**src/rtl/adc_fp_if.sv**
```systemverilog
// Stream bundle for adc_fp: raw ADC samples in, calibrated fixed-point results out.
// master = sample source / result sink, slave = the converter.
interface adc_fp_if #(
    parameter int FP_WIDTH  = 64,
    parameter int ADC_WIDTH = 14
);
    logic signed [ADC_WIDTH-1:0] adc_code;
    logic                        adc_valid;
    logic                        adc_ready;
    logic [FP_WIDTH-1:0]         fp_out;
    logic                        fp_valid;
    logic                        fp_ready;
    logic                        sat_flag;

    modport master (
        output adc_code, adc_valid, fp_ready,
        input  adc_ready, fp_out, fp_valid, sat_flag
    );

    modport slave (
        input  adc_code, adc_valid, fp_ready,
        output adc_ready, fp_out, fp_valid, sat_flag
    );
endinterface

```
**src/rtl/adc_fp.sv**
```systemverilog
// ADC receive path: optional box-car average, code-to-volts scaling, calibration
// gain and offset with saturation; four-stage pipeline that stalls as a whole.
module adc_fp #(
    parameter int FP_WIDTH  = 64,
    parameter int INT_WIDTH = 16,
    parameter int ADC_WIDTH = 14,
    parameter int AVG_LOG2  = 0
) (
    input  logic                clk,
    input  logic                rst_n,
    input  logic                clear,
    input  logic [FP_WIDTH-1:0] ADC_CAL_GAIN,
    input  logic [FP_WIDTH-1:0] ADC_CAL_OFFSET,
    adc_fp_if.slave             io
);
    localparam int AW   = ADC_WIDTH + AVG_LOG2;
    localparam int CW   = (AVG_LOG2 > 0) ? AVG_LOG2 : 1;
    localparam int FRAC = FP_WIDTH - INT_WIDTH;
    localparam int PW   = 2 * FP_WIDTH;
    // -20 V / 16384 codes, i.e. -5 * 2^(FRAC-12)
    localparam logic signed [FP_WIDTH-1:0] K_SCALE = -(FP_WIDTH'(5) << (FRAC - 12));
    localparam logic [FP_WIDTH-1:0] SAT_MAX = {1'b0, {(FP_WIDTH-1){1'b1}}};
    localparam logic [FP_WIDTH-1:0] SAT_MIN = {1'b1, {(FP_WIDTH-1){1'b0}}};

    logic                        en, accept, win_first, win_last;
    logic signed [AW-1:0]        acc_q, acc_d, acc_sum, code_ext, avg_full;
    logic [CW-1:0]               cnt_q, cnt_d;
    logic                        s1_valid_q, s1_valid_d;
    logic signed [ADC_WIDTH-1:0] s1_avg_q, s1_avg_d;
    logic                        s2_valid_q, s2_valid_d;
    logic signed [FP_WIDTH-1:0]  s2_volts_q, s2_volts_d;
    logic                        s3_valid_q, s3_valid_d;
    logic                        s3_sat_q, s3_sat_d;
    logic [FP_WIDTH-1:0]         s3_prod_q, s3_prod_d;
    logic                        fp_valid_q, fp_valid_d;
    logic                        sat_flag_q, sat_flag_d;
    logic [FP_WIDTH-1:0]         fp_out_q, fp_out_d;

    logic signed [FP_WIDTH-1:0]  avg_fp;
    logic signed [PW-1:0]        s2_full, s3_full;
    logic [INT_WIDTH:0]          s3_hi;
    logic [FP_WIDTH:0]           sum;
    logic [FP_WIDTH-1:0]         volts_c, prod_c, sum_c;
    logic                        sat3_c, sat4_c;
    logic                        unused_bits;

    assign en        = !fp_valid_q || io.fp_ready;
    assign accept    = io.adc_valid && en && !clear;
    assign win_first = (cnt_q == '0);
    assign win_last  = (AVG_LOG2 == 0) || (cnt_q == CW'((1 << AVG_LOG2) - 1));
    assign code_ext  = AW'($signed(io.adc_code));
    assign acc_sum   = win_first ? code_ext : acc_q + code_ext;
    assign avg_full  = acc_sum >>> AVG_LOG2;

    always_comb begin
        avg_fp  = FP_WIDTH'(s1_avg_q) << FRAC;
        s2_full = PW'(avg_fp) * PW'(K_SCALE);
        volts_c = s2_full[PW-1-INT_WIDTH -: FP_WIDTH];

        s3_full = PW'(s2_volts_q) * PW'($signed(ADC_CAL_GAIN));
        s3_hi   = s3_full[PW-1 -: INT_WIDTH+1];
        sat3_c  = !((&s3_hi) || !(|s3_hi));
        prod_c  = sat3_c ? (s3_full[PW-1] ? SAT_MIN : SAT_MAX)
                         : s3_full[PW-1-INT_WIDTH -: FP_WIDTH];

        sum    = {s3_prod_q[FP_WIDTH-1], s3_prod_q} + {ADC_CAL_OFFSET[FP_WIDTH-1], ADC_CAL_OFFSET};
        sat4_c = sum[FP_WIDTH] ^ sum[FP_WIDTH-1];
        sum_c  = sat4_c ? (sum[FP_WIDTH] ? SAT_MIN : SAT_MAX) : sum[FP_WIDTH-1:0];
    end

    assign unused_bits = ^{s2_full[FRAC-1:0], s2_full[PW-1 -: INT_WIDTH], s3_full[FRAC-1:0], avg_full};

    always_comb begin
        acc_d      = acc_q;
        cnt_d      = cnt_q;
        s1_valid_d = s1_valid_q;
        s1_avg_d   = s1_avg_q;
        s2_valid_d = s2_valid_q;
        s2_volts_d = s2_volts_q;
        s3_valid_d = s3_valid_q;
        s3_sat_d   = s3_sat_q;
        s3_prod_d  = s3_prod_q;
        fp_valid_d = fp_valid_q;
        sat_flag_d = sat_flag_q;
        fp_out_d   = fp_out_q;

        // clear flushes every valid even while stalled; datapath regs simply keep stale data
        if (clear) begin
            acc_d      = '0;
            cnt_d      = '0;
            s1_valid_d = 1'b0;
            s2_valid_d = 1'b0;
            s3_valid_d = 1'b0;
            fp_valid_d = 1'b0;
        end else if (en) begin
            s1_valid_d = 1'b0;
            if (accept) begin
                acc_d = acc_sum;
                if (win_last) begin
                    cnt_d      = '0;
                    s1_valid_d = 1'b1;
                    s1_avg_d   = avg_full[ADC_WIDTH-1:0];
                end else begin
                    cnt_d = cnt_q + CW'(1);
                end
            end
            s2_valid_d = s1_valid_q;
            s2_volts_d = volts_c;
            s3_valid_d = s2_valid_q;
            s3_prod_d  = prod_c;
            s3_sat_d   = sat3_c;
            fp_valid_d = s3_valid_q;
            if (s3_valid_q) begin
                fp_out_d   = sum_c;
                sat_flag_d = s3_sat_q || sat4_c;
            end
        end
    end

    always_ff @(posedge clk or negedge rst_n) begin
        if (!rst_n) begin
            acc_q      <= '0;
            cnt_q      <= '0;
            s1_valid_q <= 1'b0;
            s1_avg_q   <= '0;
            s2_valid_q <= 1'b0;
            s2_volts_q <= '0;
            s3_valid_q <= 1'b0;
            s3_sat_q   <= 1'b0;
            s3_prod_q  <= '0;
            fp_valid_q <= 1'b0;
            sat_flag_q <= 1'b0;
            fp_out_q   <= '0;
        end else begin
            acc_q      <= acc_d;
            cnt_q      <= cnt_d;
            s1_valid_q <= s1_valid_d;
            s1_avg_q   <= s1_avg_d;
            s2_valid_q <= s2_valid_d;
            s2_volts_q <= s2_volts_d;
            s3_valid_q <= s3_valid_d;
            s3_sat_q   <= s3_sat_d;
            s3_prod_q  <= s3_prod_d;
            fp_valid_q <= fp_valid_d;
            sat_flag_q <= sat_flag_d;
            fp_out_q   <= fp_out_d;
        end
    end

    assign io.adc_ready = en;
    assign io.fp_out    = fp_out_q;
    assign io.fp_valid  = fp_valid_q;
    assign io.sat_flag  = sat_flag_q;
endmodule

```
**src/flat_wrapper.sv**
```systemverilog
// flat-port wrapper written by rule: the top's interface ports become plain ports
module adc_fp_flat 
#(
    parameter int FP_WIDTH  = 64,
    parameter int INT_WIDTH = 16,
    parameter int ADC_WIDTH = 14,
    parameter int AVG_LOG2  = 0
)
  (clk, rst_n, clear, ADC_CAL_GAIN, ADC_CAL_OFFSET, io_adc_code, io_adc_valid, io_fp_ready, io_adc_ready, io_fp_out, io_fp_valid, io_sat_flag);
  adc_fp_if #(.FP_WIDTH(FP_WIDTH), .ADC_WIDTH(ADC_WIDTH)) io_i ();
  input  logic clk;
  input  logic rst_n;
  input  logic clear;
  input  logic [FP_WIDTH-1:0] ADC_CAL_GAIN;
  input  logic [FP_WIDTH-1:0] ADC_CAL_OFFSET;
  input wire logic [$bits(io_i.adc_code)-1:0] io_adc_code;
  input wire logic [$bits(io_i.adc_valid)-1:0] io_adc_valid;
  input wire logic [$bits(io_i.fp_ready)-1:0] io_fp_ready;
  output wire logic [$bits(io_i.adc_ready)-1:0] io_adc_ready;
  output wire logic [$bits(io_i.fp_out)-1:0] io_fp_out;
  output wire logic [$bits(io_i.fp_valid)-1:0] io_fp_valid;
  output wire logic [$bits(io_i.sat_flag)-1:0] io_sat_flag;
  assign io_i.adc_code = io_adc_code;
  assign io_i.adc_valid = io_adc_valid;
  assign io_i.fp_ready = io_fp_ready;
  assign io_adc_ready = io_i.adc_ready;
  assign io_fp_out = io_i.fp_out;
  assign io_fp_valid = io_i.fp_valid;
  assign io_sat_flag = io_i.sat_flag;
  adc_fp #(.FP_WIDTH(FP_WIDTH), .INT_WIDTH(INT_WIDTH), .ADC_WIDTH(ADC_WIDTH), .AVG_LOG2(AVG_LOG2)) u_core (.clk(clk), .rst_n(rst_n), .clear(clear), .ADC_CAL_GAIN(ADC_CAL_GAIN), .ADC_CAL_OFFSET(ADC_CAL_OFFSET), .io(io_i));
endmodule
```
**config.mk**
```make
export PLATFORM = sky130hd
export DESIGN_NAME = adc_fp_flat
export DESIGN_NICKNAME = d
export VERILOG_FILES = /design/src/rtl/adc_fp_if.sv /design/src/rtl/adc_fp.sv /design/src/flat_wrapper.sv
export SDC_FILE = /design/constraint.sdc
export NUM_CORES = 2
export LEC_CHECK = 0
export ABC_AREA = 1
export ABC_CLOCK_PERIOD_IN_PS = 6530
export CAP_MARGIN = 20
export CORE_ASPECT_RATIO = 0.5
export CORE_MARGIN = 2
export CORE_UTILIZATION = 45
export DETAILED_ROUTE_END_ITERATION = 12
export DONT_BUFFER_PORTS = 1
export PLACE_DENSITY = 0.72
export SLEW_MARGIN = 10
export SYNTH_ARGS = -nofsm -noshare
export SYNTH_HDL_FRONTEND = slang
export SYNTH_SLANG_ARGS = --single-unit
```
**constraint.sdc**
```tcl
create_clock -name clk -period 6.53 [get_ports clk]
set_clock_uncertainty 0.15 [all_clocks]
set_input_delay 1.6325 -clock clk [delete_from_list [all_inputs] [get_ports clk]]
set_output_delay 1.6325 -clock clk [all_outputs]
set_load 0.03 [all_outputs]
```
==> summary.md <==
| Metric | Value |
|---|---|
| Register Area | `4180 um2` |
| Post-CTS Hold Buffers | `0` |
| Met3 WL post-DR | `15600 um` |
| GPL Wtd Cong | `1.04` |
| Unrepaired setup endpoints after global routing | `true` |
| Fillers | `10800` |
| Core area | `116000 um2` |
| Worst min path class | `flip-flop to flip-flop` |
| Ys flop type | `dfrtp_1` |
| Mapped Cells | `7178` |
| Final min period | `7370 ps` |
| Area after DPL | `58100 um2` |
| Crit path from | `ADC_CAL_GAIN[0]` |
| Met2 WL | `73900 um` |
| # rows | `88` |
| Top Layer Used | `met5` |
| FMAX | `136 MHz` |
| GRT Residual Overflow | `0` |
| Number of synthesized flops with an enable pin | `0` |
| Post-synthesis sequential area ratio | `7.89%` |
| CP max FO | `17` |
| CTS Buffer Depth | `2` |
| Commonest non-fill, non-tap cells in the layout | `nand2_1, inv_1, fa_1` |
| Total GRT Usage | `27.8%` |
| Yosys warns | `0` |
| Commonest non-fill, non-tap cell in the layout | `nand2_1` |
| DR vias/cell | `5.09` |
| WL per Instance | `18.3 um` |
| Failing checks | `setup timing` |
| Worst-Margin Slew | `1070 ps` |
| CTS tree | `yes` |
| Count of cell types in the netlist | `52` |
| Max cap viols | `0` |
| FF+latch count, synth | `166` |
| Worst Setup Slack, final | `-836 ps` |
| Slew margin rel. | `28.9%` |
| Post-route cell area | `60700 um2` |
| Cell seen most often among critical-path stages | `nand2_2` |
| DR pass1 iterations | `6` |
| Critical Path AT | `7610 ps` |
| Tcrit/Tclk final | `113%` |
| H-Tree Depth | `4` |
| Area Growth Syn to Fin | `15.3%` |
| CP startpoint kind | `primary input` |
| Critical Path Sink Type | `flip-flop` |
| CTS root buf | `clkbuf_16` |
| Die Ht | `246 um` |
| Met1 wire length | `71100 um` |
| Synthesized area | `52700 um2` |
| Share of cells above drive strength 1 | `13.8%` |
| Mapped Nets | `8690` |
| Vias in the first global route | `46700` |
| Multi-input gate area | `41900 um2` |
| Crit path largest cell delay | `640 ps` |
| Number of port buffers | `0` |
| Final #Nets | `8914` |
| Setup CP Type | `primary input to flip-flop` |
| DP HPWL | `136000 um` |
| Initial antenna violation count | `12` |
| Full die area | `120000 um2` |
| Total negative slack | `-50180 ps` |
| WL final | `165000 um` |
| ANT nets after route | `0` |
| Status | `finished with violations` |
| Asr flop ratio synth | `100%` |
| IO Count | `214` |
| Initial core utilization | `45.5%` |
| Final hold vios | `0` |
| CP Data Required Time | `6770 ps` |
| Global-route wire length before repair | `260000 um` |
| Slew Limit Fails | `0` |
| Pre-CTS setup slack | `-1180 ps` |
| Hold_sp | `u_core.s3_prod_q[2]` |
| Clock transition at path regs | `70 ps` |
| Die Wd | `488 um` |
| Syn_area_per_cell | `7.34 um2` |
| Clk_lat worst skew | `460 ps` |
| Sink Count | `166` |
| Vias | `45800` |
| Largest net degree at the start of global routing | `167` |
| Crit path max-delay family | `adder cells` |
| # DRC | `0` |
| WP buf/inv | `6` |
| Final setup vio count | `65` |
| Initial DRC count | `3913` |
| Worst r2r src | `u_core.s2_volts_q[41]` |
| Inserted Clock Buffers | `17` |
| Slowest CP cell | `fa_1` |
## metal layers
layer	up-vias	track usage (%)
li1	20900	-
met1	22600	39.6
met2	2035	44.1
met3	264	4.93
met4	6	7.09
met5	-	0
## sequential cells by signal, summed over array words and instances (netlist names)
name and count:
u_core.s3_sat_q 1, u_core.s1_valid_q 1, u_core.io.fp_valid 1, u_core.s3_valid_q 1, u_core.s3_prod_q 64, u_core.io.fp_out 64, u_core.s2_valid_q 1, u_core.s2_volts_q 18
u_core.io.sat_flag 1, u_core.s1_avg_q 14
## metrics by stage
| step | util [%] | hold slack [ps] | std cells |
|---|---|---|---|
| after global routing | 52.4 | 349 | 8996 |
| after global placement | 50.2 | 323 | 8904 |
| after floorplan | - | 296 | 7178 |
| after detailed placement | 50.2 | 323 | 8904 |
| after CTS | 51.6 | 342 | 8974 |
| final | 52.5 | 342 | 8999 |
## synthesized netlist by cell type, types with 3 or more instances
cell,count,area share (%)
nor3_1,21,0.20
a21o_1,19,0.27
nor2_4,3,0.064
o21a_1,6,0.086
a21boi_0,6,0.086
nand2_1,2129,15
buf_8,6,0.17
inv_1,1930,14
clkbuf_1,209,1.5
and2_1,3,0.036
o21bai_1,22,0.31
nor3_2,3,0.057
xnor2_1,51,0.85
a221oi_1,3,0.050
nor2_1,435,3.1
a21oi_2,4,0.067
o21ai_1,3,0.029
buf_2,13,0.12
inv_2,17,0.12
or2_2,13,0.15
ha_1,288,6.8
xor2_1,88,1.5
dfrtp_1,166,7.9
buf_1,63,0.45
a31oi_1,19,0.23
a21oi_1,269,2.6
fa_1,1077,41
buf_4,14,0.20
o21ai_0,111,1.1
nand3_2,7,0.13
nor2_2,20,0.24
nand3_1,87,0.83
o211ai_1,4,0.057
nor4_1,6,0.071
nand4_1,13,0.15
nand2_2,25,0.30
a211oi_1,4,0.057
## final timing paths
| kind | to | slack [ps] | cells past startpoint |
|---|---|---|---|
| max reg2reg | u_core.s3_prod_q[43] | -420 | 38 |
| min reg2reg | u_core.s3_prod_q[2] | 340 | 2 |
| min | u_core.s3_prod_q[2] | 340 | 2 |
| max in group asynchronous | u_core.s2_volts_q[50] | 5220 | 0 |
| min in group asynchronous | u_core.io.fp_out[42] | 720 | 0 |
| max | u_core.s3_prod_q[43] | -840 | 35 |
## logic make-up after synthesis
group	after synthesis	synth area share (%)
AND/OR/NAND/NOR	2772	20.6
buffers and inverters	2254	16.3
adder cells (fa/ha/maj)	1365	47.8
AO/OA/AOI/OAI	482	5.05
flip-flops	166	7.89
XOR/XNOR	139	2.31
## cell type report
cell class	count	area share [%]
antenna	9	0.0371
clock buffer	19	0.730
clock inverter	13	0.258
inverter	1949	12.1
multi-input combinational	4758	69.0
sequential	166	6.88
tap	1575	3.25
timing repair buffer	510	7.82
## repair_timing
| action | 4_1_cts | 5_1_grt |
|---|---|---|
| gates cloned | 8 | 3 |
| pin swaps | 42 | 128 |
| resized for setup | 161 | 233 |
| endpoints found under the setup margin | 65 | 65 |
| buffers inserted | 30 | 16 |
| hold endpoints to repair | 0 | 0 |
## worst min-delay path: stages (launching register included)
cell	delay (ps)
dfrtp_1	360
nand2_1	60
nand2_1	50
Power is not shown: default switching activity piles up to over one toggle a cycle in this logic, so the estimate is an artifact.
